[src/rtl/instr_fetch_mem_if.sv]
// rtl/instr_fetch_mem_if.sv - program load and instruction fetch bus for instr_fetch_mem
interface instr_fetch_mem_if;
  logic        load_valid;
  logic [31:0] load_data;
  logic        load_last;
  logic        load_ready;
  logic        reload;
  logic [3:0]  pc;
  logic [31:0] instruction;
  logic        prog_ready;
  logic [4:0]  prog_len;
  logic        overflow;

  modport master (
    output load_valid, load_data, load_last, reload, pc,
    input  load_ready, instruction, prog_ready, prog_len, overflow
  );

  modport slave (
    input  load_valid, load_data, load_last, reload, pc,
    output load_ready, instruction, prog_ready, prog_len, overflow
  );
endinterface

[src/rtl/instr_fetch_mem.sv]
// rtl/instr_fetch_mem.sv - loadable instruction memory: LOAD accepts a program, RUN serves words by pc
module instr_fetch_mem #(
  parameter int          DEPTH    = 16,
  parameter logic [31:0] NOP_WORD = 32'h0000_0000
) (
  input logic              clk,
  input logic              reset,
  instr_fetch_mem_if.slave bus
);
  localparam int         AW      = (DEPTH > 1) ? $clog2(DEPTH) : 1;
  localparam logic [4:0] DEPTH_L = 5'(DEPTH);

  typedef enum logic {LOAD, RUN} state_t;

  state_t      state;
  logic [4:0]  prog_len;
  logic        overflow;
  logic [31:0] instruction;
  logic [31:0] mem [DEPTH];

  logic          load_ready;
  logic          accept;
  logic          last_slot;
  logic [AW-1:0] wr_addr;
  logic [AW-1:0] rd_addr;
  logic          pc_in_prog;

  assign load_ready = (state == LOAD) && (prog_len < DEPTH_L);
  assign accept     = bus.load_valid && load_ready;
  assign last_slot  = (prog_len == DEPTH_L - 5'd1);
  assign wr_addr    = prog_len[AW-1:0];
  assign rd_addr    = bus.pc[AW-1:0];
  assign pc_in_prog = ({1'b0, bus.pc} < prog_len);

  // Memory has no reset: contents survive reset/reload, but prog_len hides them.
  always_ff @(posedge clk) begin
    if (!reset && !bus.reload && accept) begin
      mem[wr_addr] <= bus.load_data;
    end
  end

  always_ff @(posedge clk or posedge reset) begin
    if (reset) begin
      state       <= LOAD;
      prog_len    <= 5'd0;
      overflow    <= 1'b0;
      instruction <= NOP_WORD;
    end else if (bus.reload) begin
      state       <= LOAD;
      prog_len    <= 5'd0;
      overflow    <= 1'b0;
      instruction <= NOP_WORD;
    end else begin
      case (state)
        LOAD: begin
          instruction <= NOP_WORD;
          if (accept) begin
            prog_len <= prog_len + 5'd1;
            if (bus.load_last || last_slot) begin
              state <= RUN;
            end
          end else if (bus.load_valid) begin
            overflow <= 1'b1;
          end
        end
        RUN: begin
          instruction <= pc_in_prog ? mem[rd_addr] : NOP_WORD;
        end
        default: begin
          state       <= LOAD;
          instruction <= NOP_WORD;
        end
      endcase
    end
  end

  assign bus.load_ready  = load_ready;
  assign bus.instruction = instruction;
  assign bus.prog_ready  = (state == RUN);
  assign bus.prog_len    = prog_len;
  assign bus.overflow    = overflow;
endmodule

[src/flat_wrapper.sv]
// flat-port wrapper written by rule: the top's interface ports become plain ports
module instr_fetch_mem_flat 
#(
  parameter int          DEPTH    = 16,
  parameter logic [31:0] NOP_WORD = 32'h0000_0000
)
  (clk, reset, bus_load_valid, bus_load_data, bus_load_last, bus_reload, bus_pc, bus_load_ready, bus_instruction, bus_prog_ready, bus_prog_len, bus_overflow);
  instr_fetch_mem_if bus_i ();
  input logic clk;
  input logic reset;
  input wire logic [$bits(bus_i.load_valid)-1:0] bus_load_valid;
  input wire logic [$bits(bus_i.load_data)-1:0] bus_load_data;
  input wire logic [$bits(bus_i.load_last)-1:0] bus_load_last;
  input wire logic [$bits(bus_i.reload)-1:0] bus_reload;
  input wire logic [$bits(bus_i.pc)-1:0] bus_pc;
  output wire logic [$bits(bus_i.load_ready)-1:0] bus_load_ready;
  output wire logic [$bits(bus_i.instruction)-1:0] bus_instruction;
  output wire logic [$bits(bus_i.prog_ready)-1:0] bus_prog_ready;
  output wire logic [$bits(bus_i.prog_len)-1:0] bus_prog_len;
  output wire logic [$bits(bus_i.overflow)-1:0] bus_overflow;
  assign bus_i.load_valid = bus_load_valid;
  assign bus_i.load_data = bus_load_data;
  assign bus_i.load_last = bus_load_last;
  assign bus_i.reload = bus_reload;
  assign bus_i.pc = bus_pc;
  assign bus_load_ready = bus_i.load_ready;
  assign bus_instruction = bus_i.instruction;
  assign bus_prog_ready = bus_i.prog_ready;
  assign bus_prog_len = bus_i.prog_len;
  assign bus_overflow = bus_i.overflow;
  instr_fetch_mem #(.DEPTH(DEPTH), .NOP_WORD(NOP_WORD)) u_core (.clk(clk), .reset(reset), .bus(bus_i));
endmodule
[config.mk]
export PLATFORM = sky130hd
export DESIGN_NAME = instr_fetch_mem_flat
export DESIGN_NICKNAME = d
export VERILOG_FILES = /design/src/rtl/instr_fetch_mem_if.sv /design/src/rtl/instr_fetch_mem.sv /design/src/flat_wrapper.sv
export SDC_FILE = /design/constraint.sdc
export NUM_CORES = 1
export LEC_CHECK = 0
export ABC_AREA = 1
export BUFFER_PORTS_ARGS = -buffer_cell sky130_fd_sc_hd__buf_4
export CAP_MARGIN = 20
export CORE_UTILIZATION = 35
export DETAILED_ROUTE_END_ITERATION = 8
export PLACE_DENSITY = 0.6
export SETUP_SLACK_MARGIN = 0.4
export SYNTH_ARGS = -nofsm -noshare
export SYNTH_HDL_FRONTEND = slang
export SYNTH_SLANG_ARGS = --single-unit
[constraint.sdc]
create_clock -name clk -period 8.5 [get_ports clk]
set_input_delay 0.85 -clock clk [delete_from_list [all_inputs] [get_ports clk]]
set_output_delay 0.85 -clock clk [all_outputs]
set_load 0.005 [all_outputs]
== After elaboration in Yosys (flattened, before gate mapping) ==
Memories as Yosys holds them, arrays and structs flattened.
Index checks and enable logic that the tools add are counted.

* Bits in registers: 39
* Memory bits (writable): 512
* Input bits: 41
* Output and inout bits: 40
* Word-level logic and storage cells: 39
* Memories kept: 1

* $add $sub $neg: 1
* Magnitude comparators: 2
* Equality and inequality tests: 3
* Muxes and demuxes: 16
* Bitwise operators: 1
* Reduce and logical (&&, ||, !) cells: 11

{| class="wikitable"
|+ Memory list
! name !! words !! bits a word !! read ports !! clocked after memory_dff !! wr ports !! RTL line !! RTL
|-
| u_core.mem || 16 || 32 || 1 || 0 || 1 || instr_fetch_mem.sv:19 || <nowiki>logic [31:0] mem [DEPTH];</nowiki>
|}

{| class="wikitable"
|+ Operators by type and width
! operator !! count
|-
| 32-bit two-way mux || 2
|-
| 32-bit one-hot mux with 2 select lines || 1
|-
| 5-bit two-way mux || 3
|-
| 1-bit two-way mux || 10
|-
| 5-bit by 1-bit adder with 5-bit output (second input constant) || 1
|-
| 5-bit by 4-bit equality test with 1-bit output (second input constant) || 1
|-
| 4-bit by 5-bit less-than comparator with 1-bit output || 1
|-
| 5-bit less-than comparator (second input constant) || 1
|-
| 1-bit logical AND || 4
|-
| 2-bit != test (second input constant) || 2
|-
| 2-bit nonzero test || 2
|-
| 3-bit AND reduction || 1
|-
| 1-bit logical NOT || 2
|-
| 2-bit AND reduction || 1
|-
| 1-bit logical OR || 1
|-
| 1-bit NOT || 1
|}

== Longest topological paths before layout ==
* Word-level depth: 6
* Mapped depth: 10
* Gate-level depth less buffers: 7

== Worst setup path before layout ==
OpenSTA, ideal clock, no wires.

* Path kind: input to register
* Start point: in bus_reload
* End point: mem u_core.mem[3][0], enable pin
* Setup time: 461 ps
* Arrival time: 3,532 ps
* Data required time: 8,039 ps
* Slack: 4,507 ps
* Stages: 5
* Buffers on the path: 0
* Cells stage by stage: inv_1 nand3_1 nor2_1 inv_1 nor3_1

* Longest elaborated chain between the ends: 5

{| class="wikitable"
|+ RTL lines
! item !! RTL line !! RTL
|-
| from (decl) || flat_wrapper.sv:14 || <nowiki>input wire logic [$bits(bus_i.reload)-1:0] bus_reload;</nowiki>
|-
| 1-bit logical NOT || instr_fetch_mem.sv:37 || <nowiki>if (!reset && !bus.reload && accept) begin</nowiki>
|-
| 1-bit logical AND (2 in a row) || instr_fetch_mem.sv:37 ||
|-
| 1-bit two-way mux || instr_fetch_mem.sv:37 ||
|-
| 1-bit two-way mux (implied by the code) || instr_fetch_mem.sv:38 || <nowiki>mem[wr_addr] <= bus.load_data;</nowiki>
|-
| to (decl) || instr_fetch_mem.sv:19 ||
|}

Every way passes these cells.

== Worst setup path in the final report ==
* Start point: in bus_pc[0]
* End point: reg u_core.instruction[28], in the netlist u_core.bus.instruction[28]

* Longest elaborated chain between the ends: 4
* Elaborated cells between the ends (all ways): 5
* Classes of those cells: order compare: 1; mux: 3; memory: 1

{| class="wikitable"
|+ RTL lines
! item !! RTL line !! RTL
|-
| from (decl) || flat_wrapper.sv:15 || <nowiki>input wire logic [$bits(bus_i.pc)-1:0] bus_pc;</nowiki>
|-
| memory 16 x 32 bit / 4-bit by 5-bit less-than comparator with 1-bit output (equally long branches) || - ||
|-
| 32-bit two-way mux (*) || instr_fetch_mem.sv:67 || <nowiki>instruction <= pc_in_prog ? mem[rd_addr] : NOP_WORD;</nowiki>
|-
| 32-bit one-hot mux with 2 select lines (*) || instr_fetch_mem.sv:54 || <nowiki>case (state)</nowiki>
|-
| 32-bit two-way mux (*) || instr_fetch_mem.sv:48 || <nowiki>end else if (bus.reload) begin</nowiki>
|-
| to (signal assigned) || instr_fetch_mem.sv:67 ||
|-
| to (decl) || instr_fetch_mem.sv:18 || <nowiki>logic [31:0] instruction;</nowiki>
|}

Every way passes the cells marked *; elsewhere a longest branch is shown, timed or not.
A chain may end at the register's enable or synchronous reset.

==> flow_metrics.tcl <==
set metrics [dict create \
    status "complete, no violations" \
    startpoint "bus_pc[0]" \
    postCtsSetupBuffers 0 \
    r2r_start "u_core.bus.prog_len[4]" \
    die_h_um 252 \
    cts_buffer_depth 3 \
    maxSlewViolCount 0 \
    cts.sinks 551 \
    grt_util_met1_pct 21.8 \
    final_nets 1898 \
    start_kind "input pin" \
    timing.final.crit_period_ns 3.01 \
    worstSetupPathType "input pin to register" \
    num_rows 91 \
    grt_max_degree 109 \
    critical-path-top-delay-family "buffers and inverters" \
    final_common_cell "nand2_1" \
    grt_overflow_total 0 \
    netlist_instances 1795 \
    worstMarginPinSlew_ns 1.02 \
    synth.distinct_cells 20 \
    slew_headroom_pct 31.8 \
    multiInputGateArea_sq_um 4940 \
    cp_num_buf_inv 3 \
    fp.dieW_um 252 \
    dieArea_sq_um 63400 \
    drive_gt1_share_pct 10.8 \
    vias_per_cell 4.98 \
    max_freq_mhz 332 \
    hold_class "input pin to async pin" \
    wire_per_inst_um 20.1 \
    htreeDepth 2 \
    cts_buffers 51 \
    max_stage_delay_ns 0.73 \
    drc 0 \
    core-area_sq_um 61700 \
    gp_congestion 0.775 \
    clkSlewWorstSetupHoldPaths_ns 0.06 \
    syn_area_sq_um 21800 \
    p_leak_nw 8.97 \
    cts-root-buf "clkbuf_16" \
    grt_use_total_pct 17.2 \
    fin_area_sq_um 25000 \
    use_met3_pct 2.86 \
    fin_skew_ns 0.0167 \
    whs_ns 0.138 \
    cts_hold_buf 0 \
    hold_viol 0 \
    rsz0062_at_grt "false" \
    cts_resized 0 \
    hpwl_mm 26.2 \
    synth_area_leaders "edfxtp_1, nand2_1, nand3_1" \
    drtPass1Iterations 6 \
    vdd_ir_drop_max_uv 134 \
    fillers 5768 \
    yosysTopAreaCellShare_pct 70.4 \
    ant_nets 0 \
    first_global_vias 13200 \
    post-route-util_pct 40.4 \
    worstSkewPairLatency_ns 0.58 \
    synth_warnings 0 \
    drt_iter0_markers 995 \
    regArea_sq_um 16400 \
    routed_wl_mm 54.9 \
    yosysTopAreaCell "edfxtp_1" \
    met2_usage_pct 29.9 \
    start_util_pct 35.4 \
    antenna_found_initial 4 \
    placed_cell_area_sq_um 23200 \
    finalSetupViolCount 0 \
    grt_pass1_wl_mm 81.6 \
    fin_crit_sh_pct 35.4 \
    powerDensity_nw_per_um2 224 \
    required_ns 9.00 \
    busiest_layer "met2" \
    arrival_ns 3.51 \
    ys_seq_area_share_pct 74.9 \
    cp_cell_sequence "clkbuf_8 -> inv_6 -> buf_4 -> nand2_1 -> nand3_1 -> nand2_1 -> a21oi_1 -> nor2_1 -> nor2_1" \
    port_buffers 80 \
    syn_nets 1844 \
    cts_tree "done" \
    finalPower_mw 5.60 \
    cp_slowest_cell "inv_6" \
    syn_area_per_cell_sq_um 12.2 \
    final_cell_mix "nand2_1, edfxtp_1, nand3_1, buf_4, nor2_1" \
    syn_to_final_growth_pct 14.3 \
    synth_seq_cells 551 \
    finalSetupTns_ns 0 \
    drv_cap 0 \
    ios 81 \
    via_count 13600 \
    crit_path_end_kind "register" \
    cp_max_fo 108 \
]
## metal layers
layer / wire, um / vias to the layer above / part of all wire (%)
li1: - / 6398 / -
met1: 23100 / 6705 / 42
met2: 27300 / 380 / 50
met3: 3030 / 97 / 5.5
met4: 1450 / 4 / 2.6
met5: 20 / - / 0.036
## Yosys cell counts (all sizes together)
library cell / instances
a21oi: 67
buf: 90
clkbuf: 18
dfrtp: 39
edfxtp: 512
ha: 8
inv: 16
nand2: 590
nand3: 356
nor2: 84
nor3: 5
o21a: 1
o21ai: 9
## flip-flops by register name, indices dropped and copies added (netlist names)
register,flops
u_core.bus.prog_ready,1
u_core.bus.instruction,32
u_core.mem,512
u_core.bus.prog_len,5
u_core.bus.overflow,1
## per-stage QoR
step           worst slack (ns)  instances
5_1_grt                    5.26       2727
4_1_cts                    5.52       2725
3_3_place_gp               5.02       2633
2_1_floorplan              4.51       1795
3_5_place_dp               4.93       2633
6_report                   5.49       2727
## cells by family (layout without fill, tap and decap cells)
family                     Yosys count  in the layout  share of synthesized area, %
AOI/OAI and AO/OA                   77             77                          1.78
adders and majority gates            8              8                         0.458
buffers and inverters              124            217                          3.03
DFF                                551            551                          74.9
other                                0              2                             0
and+or+nand+nor                   1035           1035                          19.9
## power breakdown
group          leakage [nW]  switching (mW)  internal (mW)  total, mW
Combinational          2.98           0.202         0.0782      0.280
Sequential             5.15         0.00508           2.97       2.98
Clock                 0.839           0.962           1.37       2.34
Total                  8.97            1.17           4.43       5.60
## path summary, 6_finish.rpt
check / to / slack [ns] / cells after the start
hold reg to reg: u_core.bus.overflow / 0.52 / 2
max in group asynchronous: u_core.bus.instruction[29] / 7.45 / 3
min in group clk: u_core.bus.overflow / 0.45 / 2
hold / removal: u_core.bus.prog_ready / 0.14 / 2
setup reg to reg: u_core.mem[10][9] / 5.68 / 6
setup / recovery: u_core.bus.instruction[28] / 5.49 / 9
## area by class of cell
class | instances | share of cell area [%]
repair buffers | 109 | 3.30
diodes | 2 | 0.0201
clock buffers | 71 | 5.83
well taps | 837 | 4.20
inverters | 16 | 0.266
multi-input cells | 1120 | 19.8
flip-flops and latches | 551 | 65.5
clock inverters | 21 | 1.05
Power figures use the tool's default switching activity.
